`src/rtl/reset_seq_pkg.sv`:
```
// Shared definitions for the reset sequencer: FSM encoding and width helper.
package reset_seq_pkg;

   // Sequencer phases: waiting out the hold time, stepping channels, finished.
   typedef enum logic [1:0] {
      ST_HOLD = 2'd0,
      ST_STEP = 2'd1,
      ST_DONE = 2'd2
   } state_t;

   // Bits needed to count up to the larger of the two wait lengths.
   function automatic int cnt_width(input int a, input int b);
      int m;
      m = (a > b) ? a : b;
      return $clog2(m + 1);
   endfunction

endpackage

```
`src/rtl/reset_seq_gen_bit_sync.sv`:
```
// Multi-stage single-bit synchroniser with asynchronous active-low clear.
module bit_sync #(
   parameter int STAGES = 2
) (
   input  logic i_clk,
   input  logic i_rst_n,
   input  logic i_d,
   output logic o_q
);

   (* ASYNC_REG = "TRUE" *) logic [STAGES-1:0] r_sync;

   // Shift the input through the chain; clear every stage on reset.
   always_ff @(posedge i_clk or negedge i_rst_n) begin
      if (!i_rst_n) begin
         r_sync <= '0;
      end else begin
         r_sync <= {r_sync[STAGES-2:0], i_d};
      end
   end

   assign o_q = r_sync[STAGES-1];

endmodule

```
`src/rtl/reset_seq_gen.sv`:
```
// Reset sequencer: synchronises reset release and PLL lock, waits a hold
// time, then releases N_OUT active-low resets one at a time.
module reset_seq_gen
   import reset_seq_pkg::*;
#(
   parameter int SYNC_STAGES = 2,
   parameter int HOLD_CYCLES = 16,
   parameter int STEP_CYCLES = 4,
   parameter int N_OUT       = 3,
   parameter int WAIT_LOCK   = 1
) (
   input  logic             i_clk,
   input  logic             i_rst_n,
   input  logic             i_lock,
   input  logic             i_sw_rst,
   output logic [N_OUT-1:0] o_rst_n,
   output logic             o_done
);

   localparam int CNT_W = cnt_width(HOLD_CYCLES, STEP_CYCLES);
   localparam int CH_W  = $clog2(N_OUT) + 1;
   localparam logic [CNT_W-1:0] HOLD_LAST = CNT_W'(HOLD_CYCLES - 1);
   localparam logic [CNT_W-1:0] STEP_LAST = CNT_W'(STEP_CYCLES - 1);
   localparam logic [CH_W-1:0]  CH_LAST   = CH_W'(N_OUT - 1);

   logic             w_rst_sync;
   logic             w_lock_sync;
   logic             w_ok;
   logic [N_OUT-1:0] w_ch_mask;

   state_t           r_state;
   logic [CNT_W-1:0] r_cnt;
   logic [CH_W-1:0]  r_ch;
   logic [N_OUT-1:0] r_rst_n;
   logic             r_done;

   bit_sync #(.STAGES(SYNC_STAGES)) u_rst_sync (
      .i_clk   (i_clk),
      .i_rst_n (i_rst_n),
      .i_d     (1'b1),
      .o_q     (w_rst_sync)
   );

   generate
      if (WAIT_LOCK != 0) begin : g_lock
         bit_sync #(.STAGES(SYNC_STAGES)) u_lock_sync (
            .i_clk   (i_clk),
            .i_rst_n (i_rst_n),
            .i_d     (i_lock),
            .o_q     (w_lock_sync)
         );
      end else begin : g_no_lock
         // Lock is ignored: the OR keeps the port referenced but forces 1.
         assign w_lock_sync = i_lock | 1'b1;
      end
   endgenerate

   assign w_ok = w_rst_sync & w_lock_sync & ~i_sw_rst;

   // One-hot select of the channel currently being stepped.
   always_comb begin
      w_ch_mask = '0;
      for (int i = 0; i < N_OUT; i++) begin
         if (r_ch == CH_W'(i)) begin
            w_ch_mask[i] = 1'b1;
         end else begin
            w_ch_mask[i] = 1'b0;
         end
      end
   end

   // Sequencer FSM: any loss of ok collapses all outputs at once.
   always_ff @(posedge i_clk or negedge i_rst_n) begin
      if (!i_rst_n) begin
         r_state <= ST_HOLD;
         r_cnt   <= '0;
         r_ch    <= '0;
         r_rst_n <= '0;
         r_done  <= 1'b0;
      end else if (!w_ok) begin
         r_state <= ST_HOLD;
         r_cnt   <= '0;
         r_ch    <= '0;
         r_rst_n <= '0;
         r_done  <= 1'b0;
      end else begin
         case (r_state)
            ST_HOLD: begin
               if (r_cnt == HOLD_LAST) begin
                  r_cnt      <= '0;
                  r_rst_n[0] <= 1'b1;
                  if (N_OUT == 1) begin
                     r_state <= ST_DONE;
                     r_done  <= 1'b1;
                  end else begin
                     r_state <= ST_STEP;
                     r_ch    <= CH_W'(1);
                  end
               end else begin
                  r_cnt <= r_cnt + CNT_W'(1);
               end
            end
            ST_STEP: begin
               if (r_cnt == STEP_LAST) begin
                  r_cnt   <= '0;
                  r_rst_n <= r_rst_n | w_ch_mask;
                  if (r_ch == CH_LAST) begin
                     r_state <= ST_DONE;
                     r_done  <= 1'b1;
                  end else begin
                     r_ch <= r_ch + CH_W'(1);
                  end
               end else begin
                  r_cnt <= r_cnt + CNT_W'(1);
               end
            end
            ST_DONE: begin
               r_state <= ST_DONE;
            end
            default: begin
               r_state <= ST_HOLD;
               r_cnt   <= '0;
               r_ch    <= '0;
               r_rst_n <= '0;
               r_done  <= 1'b0;
            end
         endcase
      end
   end

   assign o_rst_n = r_rst_n;
   assign o_done  = r_done;

endmodule

```
`config.mk`:
```
export PLATFORM = sky130hd
export DESIGN_NAME = reset_seq_gen
export DESIGN_NICKNAME = d
export VERILOG_FILES = /design/src/rtl/reset_seq_pkg.sv /design/src/rtl/reset_seq_gen_bit_sync.sv /design/src/rtl/reset_seq_gen.sv
export SDC_FILE = /design/constraint.sdc
export NUM_CORES = 1
export LEC_CHECK = 0
export ABC_CLOCK_PERIOD_IN_PS = 4700
export CORE_UTILIZATION = 60
export DETAILED_ROUTE_END_ITERATION = 12
export HOLD_SLACK_MARGIN = 0.12
export PLACE_DENSITY = 0.82
export SLEW_MARGIN = 40
export SYNTH_ARGS = -nofsm -noshare
export SYNTH_HDL_FRONTEND = slang
export SYNTH_HIERARCHICAL = 1
export SYNTH_SLANG_ARGS = --single-unit
```
`constraint.sdc`:
```
create_clock -name i_clk -period 4.7 [get_ports i_clk]
set_input_delay 1.41 -clock i_clk [delete_from_list [all_inputs] [get_ports i_clk]]
set_output_delay 1.41 -clock i_clk [all_outputs]
set_load 0.05 [all_outputs]
```
* Word level (Yosys, flattened, before mapping) *
Cells that the tools add are included.

storage, ports and cells
  register bits = 18
  input bits = 4
  output and inout bits = 4
  logic and storage cells = 60

operators by class
  $add $sub $neg = 2
  eq/ne operators = 12
  multiplexer cells = 26
  bitwise operators = 4
  reduce and logical (&&, ||, !) cells = 8

operators with widths
  cell                                                 count
  2-to-1 mux 3 bit                                     6
  2-to-1 mux 5 bit                                     3
  case mux 5 bit (3 select lines)                      1
  inequality test 3 bit, second input constant         4
  case mux 3 bit (3 select lines)                      1
  AND reduction 3 bit                                  3
  2-to-1 mux 2 bit                                     4
  2-to-1 mux 1 bit                                     7
  case mux 2 bit (3 select lines)                      1
  adder 5 x 1 -> 5 bit, second input constant          1
  equality test 5 x 2 -> 1 bit, second input constant  1
  equality test 5 x 4 -> 1 bit, second input constant  1
  inequality test 2 bit, second input constant         2
  case mux 2 bit (2 select lines)                      1
  AND reduction 4 bit                                  1
  adder 3 x 1 -> 3 bit, second input constant          1
  equality test 3 x 1 -> 1 bit, second input constant  1
  equality test 3 x 2 -> 1 bit, second input constant  1
  zero test 3 bit                                      1
  bitwise OR 3 bit                                     1
  case mux 1 bit (3 select lines)                      1
  AND 1 bit                                            2
  equality test 2 x 1 -> 1 bit, second input constant  1
  equality test 2 bit, second input constant           1
  5 further kinds                                      5

* Logic depth before layout (Yosys ltp) *
Gate-level depths: netlist (run 1).

  depth after elaboration = 6
  gate-level depth with buffers = 8
  mapped depth without buffers = 8

* Cells and area by module *
Netlist (run 1), hierarchy kept.

by module, submodules not included
  module         instances  cells an instance  area each (um^2)
  reset_seq_gen  1          88                 898.4
  bit_sync       2          2                  50.0

* Least setup slack after synthesis (run 1) *
No wires, ideal clock.

  kind = in2reg
  start = input port i_sw_rst
  end = register r_cnt[3]
  setup time = 0.083 ns
  data arrival time = 2.195 ns
  data required time = 4.617 ns
  setup slack = 2.423 ns
  stages on the path = 3
  path through = nand3b_2 or3_1 o21ai_0

on the way
  cells in the longest elaborated chain, start to end = 3

ends and longest elaborated chain
  what                                                                               line                  text
  start: declaration                                                                 reset_seq_gen.sv:15   input logic i_sw_rst,
  inverter 1 bit (*)                                                                 reset_seq_gen.sv:58   assign w_ok = w_rst_sync & w_lock_sync & ~i_sw_rst;
  AND 1 bit (*)                                                                      reset_seq_gen.sv:58
  inequality test 2 bit (no source line) / 2-to-1 mux 5 bit (equally long branches)  --
  end signal: assignment                                                             reset_seq_gen.sv:100  r_cnt <= r_cnt + CNT_W'(1);
  end signal: assignment                                                             reset_seq_gen.sv:114  r_cnt <= r_cnt + CNT_W'(1);
  end: declaration                                                                   reset_seq_gen.sv:32   logic [CNT_W-1:0] r_cnt;

Every way passes the cells marked *; elsewhere a longest branch is shown, timed or not.
A chain may end at the register's enable or synchronous reset.

* Worst setup path after layout (run 1) *
  start = register r_rst_n[2], in the netlist o_rst_n[2]
  end = output port o_rst_n[2]

RTL lines
  what                      line                  text
  start: declaration        reset_seq_gen.sv:34   logic [N_OUT-1:0] r_rst_n;
  start signal: assignment  reset_seq_gen.sv:106  r_rst_n <= r_rst_n | w_ch_mask;
  end: declaration          reset_seq_gen.sv:16   output logic [N_OUT-1:0] o_rst_n,

No word-level cell between the ends.

==> results of run 1 <==
[flip-flops by register name (all words and copies together) (netlist names)]
name                       flops
r_ch                           3
u_rst_sync/r_sync              2
r_cnt                          5
g_lock.u_lock_sync/r_sync      2
o_rst_n                        3
r_state                        2
o_done                         1
[power groups by stage]
stage / Combinational [mW] / Sequential [mW] / Clock (mW)
2_1_floorplan: 0.0154 / 0.164 / 0
3_3_place_gp: 0.0251 / 0.163 / 0
3_5_place_dp: 0.0257 / 0.164 / 0
4_1_cts: 0.0258 / 0.160 / 0.0759
5_1_grt: 0.0283 / 0.161 / 0.0840
6_report: 0.0253 / 0.160 / 0.0738
[cells in the final DEF, fill, tap and decap left out, drive strengths merged, types with 2 or more instances in the layout]
cell type and n:
nor3 3, ha 10, a211oi 3, nand2 5
dfrtp 18, o21a 5, a21oi 3, o21ai 4
nand3 5, nor3b 2, mux2i 2, nor2b 2
o22ai 2, clkbuf 3, nor2 2, clkdlybuf4s50 6
inv 7
[area by class of cell]
cell class / count / area share
clock buffer: 3 / 0.0208
multi-input combinational: 63 / 0.459
tap: 16 / 0.0185
inverter: 7 / 0.0243
sequential: 18 / 0.417
timing repair buffer: 7 / 0.0602
[worst max path at each step]
stage / from / to / slack [ns] / depth (start not counted)
3_3_place_gp: i_sw_rst / r_cnt[3]$_DFFE_PN0P_ / 1.91 / 4
5_1_grt: o_done$_DFFE_PN0P_ / o_done / 1.77 / 1
6_report: o_rst_n[2]$_DFFE_PN0P_ / o_rst_n[2] / 1.82 / 1
4_1_cts: o_rst_n[2]$_DFFE_PN0P_ / o_rst_n[2] / 1.81 / 1
3_5_place_dp: i_sw_rst / r_state[0]$_DFFE_PN0P_ / 1.86 / 5
2_1_floorplan: i_sw_rst / r_cnt[3]$_DFFE_PN0P_ / 2.42 / 3
[metal layers]
| metal | part of all wire | GRT usage | vias up |
|---|---|---|---|
| met5 | 0 | 0 | - |
| met4 | 0.024 | 0.113 | 0 |
| li1 | - | - | 334 |
| met2 | 0.49 | 0.376 | 13 |
| met1 | 0.45 | 0.276 | 329 |
| met3 | 0.033 | 0.0426 | 5 |
[metrics by stage]
stage	std cells	hold slack [ns]
2_1_floorplan	92	0.331
3_3_place_gp	111	0.333
3_5_place_dp	111	0.340
4_1_cts	114	0.361
5_1_grt	114	0.367
6_report	114	0.360
[kinds of logic (layout without fill, tap and decap cells)]
group                    Yosys count  count (layout)
AND/OR/NAND/NOR                   26              26
AO/OA/AOI/OAI                     22              22
flip-flops                        18              18
buffers and inverters             11              17
adder cells (fa/ha/maj)           10              10
XOR/XNOR                           2               2
multiplexers                       2               2
other                              1               1
==> run summary, run 1 <==
=====================================================================================================
Post-synthesis to final-layout area growth                                                      8.27%
Total count of hold-check failures in the final report                                              0
Worst voltage drop across the vdd grid                                                     0.000198 V
Portion of synthesized cell area occupied by the leading cell type                              0.451
Count of cells along the worst hold path                                                            0
Mean number of vias per cell                                                                     5.97
Share of synthesized registers carrying an async set or reset                                    1.00
Final Cycle Share                                                                               0.614
Initial Util                                                                                    0.655
Total power density per cell area                                                         240 nW/um^2
Via Count                                                                                         681
Worst hold endpoint                                                                      u_rst_sync/r_sync[1]$_DFF_PN0_
Setup CP Type                                                                            flop to output port
Critical path buffer and inverter count                                                             1
Final worst setup slack                                                                       1.82 ns
Clock network fraction of total power                                                           0.284
Pins Over Slew Limit                                                                                0
Top delay family on crit path                                                            buffers and inverters
Cell with the largest stage delay on the worst path                                      sky130_fd_sc_hd__clkdlybuf4s50_1
Delay of the slowest cell on the worst path                                                   0.81 ns
HPWL reported at the end of detailed placement                                           1300 microns
Routed wirelength normalized by instance count                                           14.9 microns
Largest net degree at the start of global routing                                                  19
Switching power total                                                                       0.0617 mW
RSZ-0062 raised after global routing                                                            false
Critical path fanouts, max                                                                          2
Sequential fraction of the synthesis area                                                       0.451
Share of the core filled with cells in the final layout                                         0.709
Global-route total usage across every layer                                                     0.225
Ratio of cells with drive above 1 in the final layout                                           0.122
Count of state elements after synthesis                                                            18
GRT Residual Overflow                                                                               0
Insertion delay to the later sink of the worst-skew pair                                      0.29 ns
Number of antenna violations at the first check in global routing                                   0
Cell area after layout                                                                     1080 sq um
Gate count of the mapped netlist                                                                   92
Post-synthesis area per instance                                                           10.9 sq um
Die span in x                                                                            42.8 microns
Portion of netlist area occupied by mux cells                                                  0.0201
Maximum clock path buffer count                                                                     2
Final #Nets                                                                                       114
First-pass GRT wire length                                                               2980 microns
H-tree depth reported by CTS                                                                        1
Maximum capacitance violations                                                                      0
Number of placed I/O pins                                                                           8
Initial DRC count                                                                                  14
Combinational share of power                                                                    0.098
Warning count from the yosys run                                                                    6
Leak pwr                                                                                     0.474 nW
Routed WL                                                                                1700 microns
Start point of the worst min-delay path                                                  u_rst_sync/r_sync[0]$_DFF_PN0_
Final ANT Viol Nets                                                                                 0
Relative slew margins                                                                           0.666
Fraction of synthesized cell area in xor and xnor cells                                        0.0175
Critical register-to-register path endpoint                                              r_ch[1]$_DFFE_PN0P_
Fill cells                                                                                        115
Startpoint kind of the worst setup timing path                                                   flop
TritonCTS buffer count                                                                              3
Number of optimization iterations in the first detailed-route pass                                  5
Die height                                                                               42.8 microns
Global placer's final weighted congestion                                                       0.763
Post-synthesis share of cell area spent on full adders, half adders and majority gates          0.125
Buffers inserted during post-CTS setup optimization                                                 0
Cts hold-fix bufs                                                                                   0
Final min period                                                                              2.88 ns
Maximum frequency from static timing analysis                                                 347 MHz
Path category of the worst min-delay check                                               flop to flop
Final Power                                                                                  0.259 mW
Setup total negative slack                                                                       0 ns
Status                                                                                   finished clean
Largest area contributor in the netlist                                                  sky130_fd_sc_hd__dfrtp_1
Sequential cell area                                                                        450 sq um
Synth Area in Simple Gates                                                                      0.158
Clock edge transition at the registers on the reported setup and hold paths                   0.09 ns
Worst R2R Setup Slack                                                                         2.67 ns
Dominant combinational cell family by area after synthesis                               compound AO/OA/AOI/OAI gates
Instance area at placement                                                                 1060 sq um
Synthesized cell area                                                                       998 sq um
Compound-cell area share of the yosys netlist                                                   0.173
Element type at the critical path end                                                     output port
Internal power summed over all cells                                                         0.198 mW
Worst slack at placement                                                                      1.86 ns
Arrival time of the worst setup path                                                          1.47 ns
Net count of the mapped netlist                                                                   106
Worst path cell trace                                                                    clkdlybuf4s50_1
Cell Rows                                                                                          14
Crit path required time                                                                       3.29 ns
Placeable core region                                                                      1520 sq um
Unique cell type count in the Yosys netlist                                                        36
Diode count                                                                                         0
Die outline area                                                                           1830 sq um
Number of port buffers                                                                              7
Number of flops mapped to enable cells by yosys                                                     0
List of most frequent post-synthesis cells                                               18 x sky130_fd_sc_hd__dfrtp_1, 10 x sky130_fd_sc_hd__ha_1, 7 x sky130_fd_sc_hd__inv_1
Multi-input combinational cell area                                                         497 sq um
Count of cells along the worst register-to-register path                                            8
Clock tree root driver cell                                                              sky130_fd_sc_hd__clkbuf_4
Vias in the first global route                                                                    700
Seq pwr share                                                                                   0.618
Most numerous cell in the Yosys netlist                                                  sky130_fd_sc_hd__dfrtp_1
Worst slew pin tran                                                                          0.500 ns
Top FF cell, synth                                                                       sky130_fd_sc_hd__dfrtp_1
Synth area leaders                                                                       sky130_fd_sc_hd__dfrtp_1 45%, sky130_fd_sc_hd__ha_1 13%, sky130_fd_sc_hd__o21a_1 3.8%
CTS Sinks                                                                                          18
Gates resized, CTS repair                                                                           0
CTS tree                                                                                         done
Share of total power consumed by net switching                                                  0.238
Startpoint of the worst-slack reg-to-reg timing path                                     r_cnt[0]$_DFFE_PN0P_
Drc violations                                                                                      0
Clk_skew                                                                                   0.00321 ns
Total of endpoints with negative setup slack in the final report                                    0
=====================================================================================================
Note: power is estimated with default switching activity, not from simulation.
==> run 2: changes to the inputs <==
ABC_CLOCK_PERIOD_IN_PS = 2500   (was 4700)
CORE_UTILIZATION = 50   (was 60)
PLACE_DENSITY = 0.73   (was 0.82)
clock period = 2.5 ns   (was 4.7 ns; I/O delays follow)
==> run 2 against run 1 <==
Effect of this change: critical endpoint unchanged; global-route usage fell by 3.2 points; highest routed layer is now met3; total power is 100% higher; register-to-register slack got worse by 2.2 ns; critical path depth stayed put.
==> run summary, run 2 (synthesized netlist as in run 1, its figures left out) <==
==========================================================================================
Vias in the first global route                                                         663   was 700
CTS Sinks                                                                               18   unchanged
TritonCTS buffer count                                                                   3   unchanged
Pins Over Slew Limit                                                                     0   unchanged
Total of endpoints with negative setup slack in the final report                         0   unchanged
Initial Util                                                                         0.554   was 0.655
Element type at the critical path end                                          output port   unchanged
Worst path cell trace                                                         clkdlybuf4s50_1   unchanged
Global-route total usage across every layer                                          0.193   was 0.225
Critical path buffer and inverter count                                                  1   unchanged
Routed wirelength normalized by instance count                                14.2 microns   was 14.9 microns
Cts hold-fix bufs                                                                        0   unchanged
Total count of hold-check failures in the final report                                   0   unchanged
Mean number of vias per cell                                                          5.54   was 5.97
Global placer's final weighted congestion                                            0.775   was 0.763
HPWL reported at the end of detailed placement                                1270 microns   was 1300 microns
Final Cycle Share                                                                    0.884
Insertion delay to the later sink of the worst-skew pair                           0.29 ns   about the same
Initial DRC count                                                                       17   was 14
Clk_skew                                                                         0.0112 ns   was 0.00321 ns
Maximum frequency from static timing analysis                                      452 MHz
Met1 Routed Length                                                             909 microns   was 765 microns
Max FFs per register                                                                     5   unchanged
Cell with the largest stage delay on the worst path                           sky130_fd_sc_hd__clkdlybuf4s50_1   unchanged
Maximum clock path buffer count                                                          2   unchanged
RSZ-0062 raised after global routing                                                 false   unchanged
Number of port buffers                                                                   7   unchanged
H-tree depth reported by CTS                                                             1   unchanged
Cell Rows                                                                               15   was 14
Most common cell after layout, fill and taps aside                            sky130_fd_sc_hd__dfrtp_1   unchanged
Startpoint kind of the worst setup timing path                                        flop   unchanged
Top delay family on crit path                                                 buffers and inverters   unchanged
Clock tree root driver cell                                                   sky130_fd_sc_hd__clkbuf_4   unchanged
Gates resized, CTS repair                                                                0   unchanged
Detailed route wirelength on metal3                                             47 microns   was 56 microns
Final ANT Viol Nets                                                                      0   unchanged
Critical path fanouts, max                                                               2   unchanged
Diode count                                                                              0   unchanged
Maximum capacitance violations                                                           0   unchanged
Via Count                                                                              692   was 681
Drc violations                                                                           0   unchanged
Delay of the slowest cell on the worst path                                        0.80 ns   was 0.81 ns
Buffers inserted during post-CTS setup optimization                                      0   unchanged
Setup CP Type                                                                 flop to output port   unchanged
Final #Nets                                                                            115   was 114
Die outline area                                                                2180 sq um   was 1830 sq um
Path category of the worst min-delay check                                    flop to flop   unchanged
Ratio of cells with drive above 1 in the final layout                                0.130   was 0.122
Status                                                                        finished clean   unchanged
Register ranked first by flip-flop count                                             r_cnt   unchanged
Routed WL                                                                     1780 microns   was 1700 microns
Die height                                                                    46.7 microns   was 42.8 microns
Total power density per cell area                                              473 nW/um^2   was 240 nW/um^2
Largest net degree at the start of global routing                                       12   was 19
Number of optimization iterations in the first detailed-route pass                       4   was 5
Setup total negative slack                                                            0 ns   unchanged
Arrival time of the worst setup path                                               1.46 ns   was 1.47 ns
First-pass GRT wire length                                                    2900 microns   was 2980 microns
Die span in x                                                                 46.7 microns   was 42.8 microns
Worst slew pin tran                                                               0.496 ns   was 0.500 ns
Number of placed I/O pins                                                                8   unchanged
Total length of routed met2 wires                                              819 microns   was 834 microns
GRT Residual Overflow                                                                    0   unchanged
Final min period                                                                   2.21 ns
Top routing layer in use                                                              met3   was met4
Crit path required time                                                            1.75 ns   was 3.29 ns
Post-synthesis to final-layout area growth                                           12.0%   was 8.27%
Placeable core region                                                           1800 sq um   was 1520 sq um
Relative slew margins                                                                0.668   was 0.666
Number of antenna violations at the first check in global routing                        0   unchanged
Minimum hold slack                                                                0.358 ns   was 0.360 ns
Leading cell types in the layout, fill and taps excluded                      18 x sky130_fd_sc_hd__dfrtp_1, 10 x sky130_fd_sc_hd__ha_1, 7 x sky130_fd_sc_hd__inv_1, 7 x sky130_fd_sc_hd__clkdlybuf4s50_1   was 18 x sky130_fd_sc_hd__dfrtp_1, 10 x sky130_fd_sc_hd__ha_1, 7 x sky130_fd_sc_hd__inv_1
Leak pwr                                                                          0.486 nW   was 0.474 nW
CTS tree                                                                              done   unchanged
Clock edge transition at the registers on the reported setup and hold paths        0.11 ns   was 0.09 ns
Worst voltage drop across the vdd grid                                          0.000444 V   was 0.000198 V
==========================================================================================
## run 2: layer usage
metal,vias to the layer above,global-route usage
li1,336,-
met1,337,0.273
met2,19,0.297
met3,0,0.0353
met4,0,0.0686
met5,-,0
## run 2: worst paths after layout
kind | start | endpoint | slack (ns) | cells after the start
min in group asynchronous | i_rst_n | u_rst_sync/r_sync[0]$_DFF_PN0_ | 0.76 | 1
max in group asynchronous | i_rst_n | r_state[0]$_DFFE_PN0P_ | 1.24 | 2
worst min-delay path | g_lock.u_lock_sync/r_sync[0]$_DFF_PN0_ | g_lock.u_lock_sync/r_sync[1]$_DFF_PN0_ | 0.36 | 0
worst max-delay path | o_rst_n[2]$_DFFE_PN0P_ | o_rst_n[2] | 0.29 | 1
worst min register to register | g_lock.u_lock_sync/r_sync[0]$_DFF_PN0_ | g_lock.u_lock_sync/r_sync[1]$_DFF_PN0_ | 0.36 | 0
worst max register to register | r_cnt[0]$_DFFE_PN0P_ | r_ch[1]$_DFFE_PN0P_ | 0.46 | 8
## run 2: stage by stage
step                      instance area (sq um)  instances  total power [mW]  worst slack, ns   util
after floorplan                             998         92             0.338            0.650      -
after global placement                     1080        121             0.356            0.389  0.601
after detailed placement                   1080        121             0.357            0.339  0.601
after CTS                                  1120        125             0.536            0.281  0.621
after global routing                       1120        125             0.552            0.247  0.621
final                                      1120        125             0.530            0.289  0.621
## run 2: area by class of cell
type,instances,area (sq um)
Fill cell,161,683
Tap cell,25,31.3
Clock buffer,4,36.3
Multi-Input combinational cell,63,497
Timing Repair Buffer,8,77.6
Inverter,7,26.3
Sequential cell,18,450
## run 2: power breakdown
part,internal (mW),switching [mW],leakage [nW],total [mW]
clock network,0.0887,0.0890,0.0210,0.178
registers,0.298,0.00387,0.240,0.301
logic,0.0202,0.0302,0.224,0.0504
total,0.406,0.123,0.486,0.530
==> run 3: changes to the inputs <==
CORE_ASPECT_RATIO = 0.7   (was unset)
CORE_UTILIZATION = 42   (was 50)
PLACE_DENSITY = unset   (was 0.73)
SKIP_CTS_REPAIR_TIMING = 1   (was unset)
==> run 3 against run 2 <==
Effect of this change: non-clock buffer count did not move; first-iteration DRC count rose by 59%; die area rose by 18%; count of clock-buffer cells in the layout did not move; utilization fell by 11 points.
==> run summary, run 3 (synthesized netlist as in run 1, its figures left out) <==
==========================================================================================
Status                                                                        finished clean   unchanged
Critical path buffer and inverter count                                                  1   unchanged
Ratio of cells with drive above 1 in the final layout                                0.130   unchanged
Top delay family on crit path                                                 buffers and inverters   unchanged
Worst voltage drop across the vdd grid                                          0.000365 V   was 0.000444 V
Clock edge transition at the registers on the reported setup and hold paths        0.10 ns   was 0.11 ns
Number of port buffers                                                                   7   unchanged
Die span in x                                                                 60.3 microns   was 46.7 microns
Startpoint kind of the worst setup timing path                                        flop   unchanged
Crit path required time                                                            1.75 ns   about the same
Diode count                                                                              0   unchanged
Largest net degree at the start of global routing                                       19   was 12
Total power density per cell area                                              472 nW/um^2   was 473 nW/um^2
Routed WL                                                                     1750 microns   was 1780 microns
Worst path cell trace                                                         clkdlybuf4s50_1   unchanged
Leading cell types in the layout, fill and taps excluded                      18 x sky130_fd_sc_hd__dfrtp_1, 10 x sky130_fd_sc_hd__ha_1, 7 x sky130_fd_sc_hd__inv_1, 7 x sky130_fd_sc_hd__clkdlybuf4s50_1   unchanged
Path category of the worst min-delay check                                    flop to flop   unchanged
Final std cells w/o fill                                                               132   was 125
Leak pwr                                                                          0.486 nW   unchanged
Final Power                                                                       0.533 mW   was 0.530 mW
Arrival time of the worst setup path                                               1.46 ns   about the same
Number of optimization iterations in the first detailed-route pass                       4   unchanged
Final #Nets                                                                            115   unchanged
Total count of hold-check failures in the final report                                   0   unchanged
Maximum frequency from static timing analysis                                      453 MHz   was 452 MHz
GRT Residual Overflow                                                                    0   unchanged
Die height                                                                    42.8 microns   was 46.7 microns
Final min period                                                                   2.21 ns   about the same
Critical path fanouts, max                                                               2   unchanged
Post-synthesis to final-layout area growth                                           12.9%   was 12.0%
Die outline area                                                                2580 sq um   was 2180 sq um
Delay of the slowest cell on the worst path                                        0.80 ns   about the same
Start point of the worst min-delay path                                       g_lock.u_lock_sync/r_sync[0]$_DFF_PN0_   unchanged
Minimum hold slack                                                                0.369 ns   was 0.358 ns
Global-route total usage across every layer                                          0.170   was 0.193
Setup total negative slack                                                            0 ns   unchanged
Pins Over Slew Limit                                                                     0   unchanged
Count of cells along the worst register-to-register path                                 8   unchanged
Register ranked first by flip-flop count                                             r_cnt   unchanged
RSZ-0062 raised after global routing                                                 false   unchanged
Number of antenna violations at the first check in global routing                        0   unchanged
Total of endpoints with negative setup slack in the final report                         0   unchanged
Critical register-to-register path endpoint                                   r_ch[1]$_DFFE_PN0P_   unchanged
Mean number of vias per cell                                                          5.06   was 5.54
Initial DRC count                                                                       27   was 17
Max FFs per register                                                                     5   unchanged
CTS tree                                                                              done   unchanged
Final ANT Viol Nets                                                                      0   unchanged
Drc violations                                                                           0   unchanged
H-tree depth reported by CTS                                                             1   unchanged
Global placer's final weighted congestion                                            0.784   was 0.775
Cell Rows                                                                               14   was 15
Insertion delay to the later sink of the worst-skew pair                           0.30 ns   was 0.29 ns
CTS Sinks                                                                               18   unchanged
Worst R2R Setup Slack                                                              0.48 ns   was 0.46 ns
HPWL reported at the end of detailed placement                                1290 microns   was 1270 microns
Number of placed I/O pins                                                                8   unchanged
Fill cells                                                                             208   was 161
Maximum capacitance violations                                                           0   unchanged
Count of cells along the worst hold path                                                 0   unchanged
Initial Util                                                                         0.456   was 0.554
TritonCTS buffer count                                                                   3   unchanged
First-pass GRT wire length                                                    3080 microns   was 2900 microns
Startpoint of the worst-slack reg-to-reg timing path                          r_cnt[0]$_DFFE_PN0P_   unchanged
Element type at the critical path end                                          output port   unchanged
Clk_skew                                                                        0.00218 ns   was 0.0112 ns
Routed wirelength normalized by instance count                                13.3 microns   was 14.2 microns
Cell count after placement                                                             128   was 121
Most common cell after layout, fill and taps aside                            sky130_fd_sc_hd__dfrtp_1   unchanged
Final Cycle Share                                                                    0.884   about the same
Vias in the first global route                                                         674   was 663
Placeable core region                                                           2190 sq um   was 1800 sq um
Via Count                                                                              668   was 692
Setup CP Type                                                                 flop to output port   unchanged
Worst hold endpoint                                                           g_lock.u_lock_sync/r_sync[1]$_DFF_PN0_   unchanged
Maximum clock path buffer count                                                          2   unchanged
Cell with the largest stage delay on the worst path                           sky130_fd_sc_hd__clkdlybuf4s50_1   unchanged
Clock tree root driver cell                                                   sky130_fd_sc_hd__clkbuf_4   unchanged
==========================================================================================
## run 3: cell counts in the layout (fill, tap and decap cells not counted)
Identical to the previous run, type by type.
## run 3: worst reg2reg max path: cells and delay by family, from the launching register on
kind / cells / cell delay [ns]
fa+ha+maj: 2 / 0.40
simple gates: 3 / 0.67
compound gates: 2 / 0.36
buf+inv: 1 / 0.06
flops: 1 / 0.42
## run 3: through the flow
step	setup WS, ns	area (sq um)	util
detailed placement	0.277	1090	0.498
floorplan	0.650	998	-
finish	0.290	1130	0.515
global route	0.229	1130	0.515
CTS	0.271	1130	0.515
global placement	0.294	1090	0.498
## run 3: layer usage
metal,share of wire,vias up,track usage
li1,-,335,-
met1,0.51,319,0.215
met2,0.44,10,0.259
met3,0.035,4,0.0640
met4,0.015,0,0.0698
met5,0,-,0
## run 3: cell type report
type	instances	area (sq um)	area share
clock buffer	4	36.3	0.0322
inverter	7	26.3	0.0233
multi-input combinational	63	497	0.441
sequential	18	450	0.400
tap	32	40.0	0.0355
timing repair buffer	8	77.6	0.0688
## run 3: how the worst max path moves through the flow
stage	endpoint	from	slack [ns]	cells after the start
after floorplan	r_ch[1]$_DFFE_PN0P_	r_cnt[0]$_DFFE_PN0P_	0.65	6
after global placement	r_state[1]$_DFFE_PN0P_	i_sw_rst	0.29	5
after detailed placement	r_state[1]$_DFFE_PN0P_	i_sw_rst	0.28	5
after CTS	o_rst_n[0]	o_rst_n[0]$_DFFE_PN0P_	0.27	1
after global routing	o_done	o_done$_DFFE_PN0P_	0.23	1
final	o_rst_n[0]	o_rst_n[0]$_DFFE_PN0P_	0.29	1
## run 3: power breakdown
part           internal (mW)  switching, mW  total [mW]
sequential             0.298        0.00418       0.302
clock                 0.0888         0.0922       0.181
combinational         0.0202         0.0296      0.0498
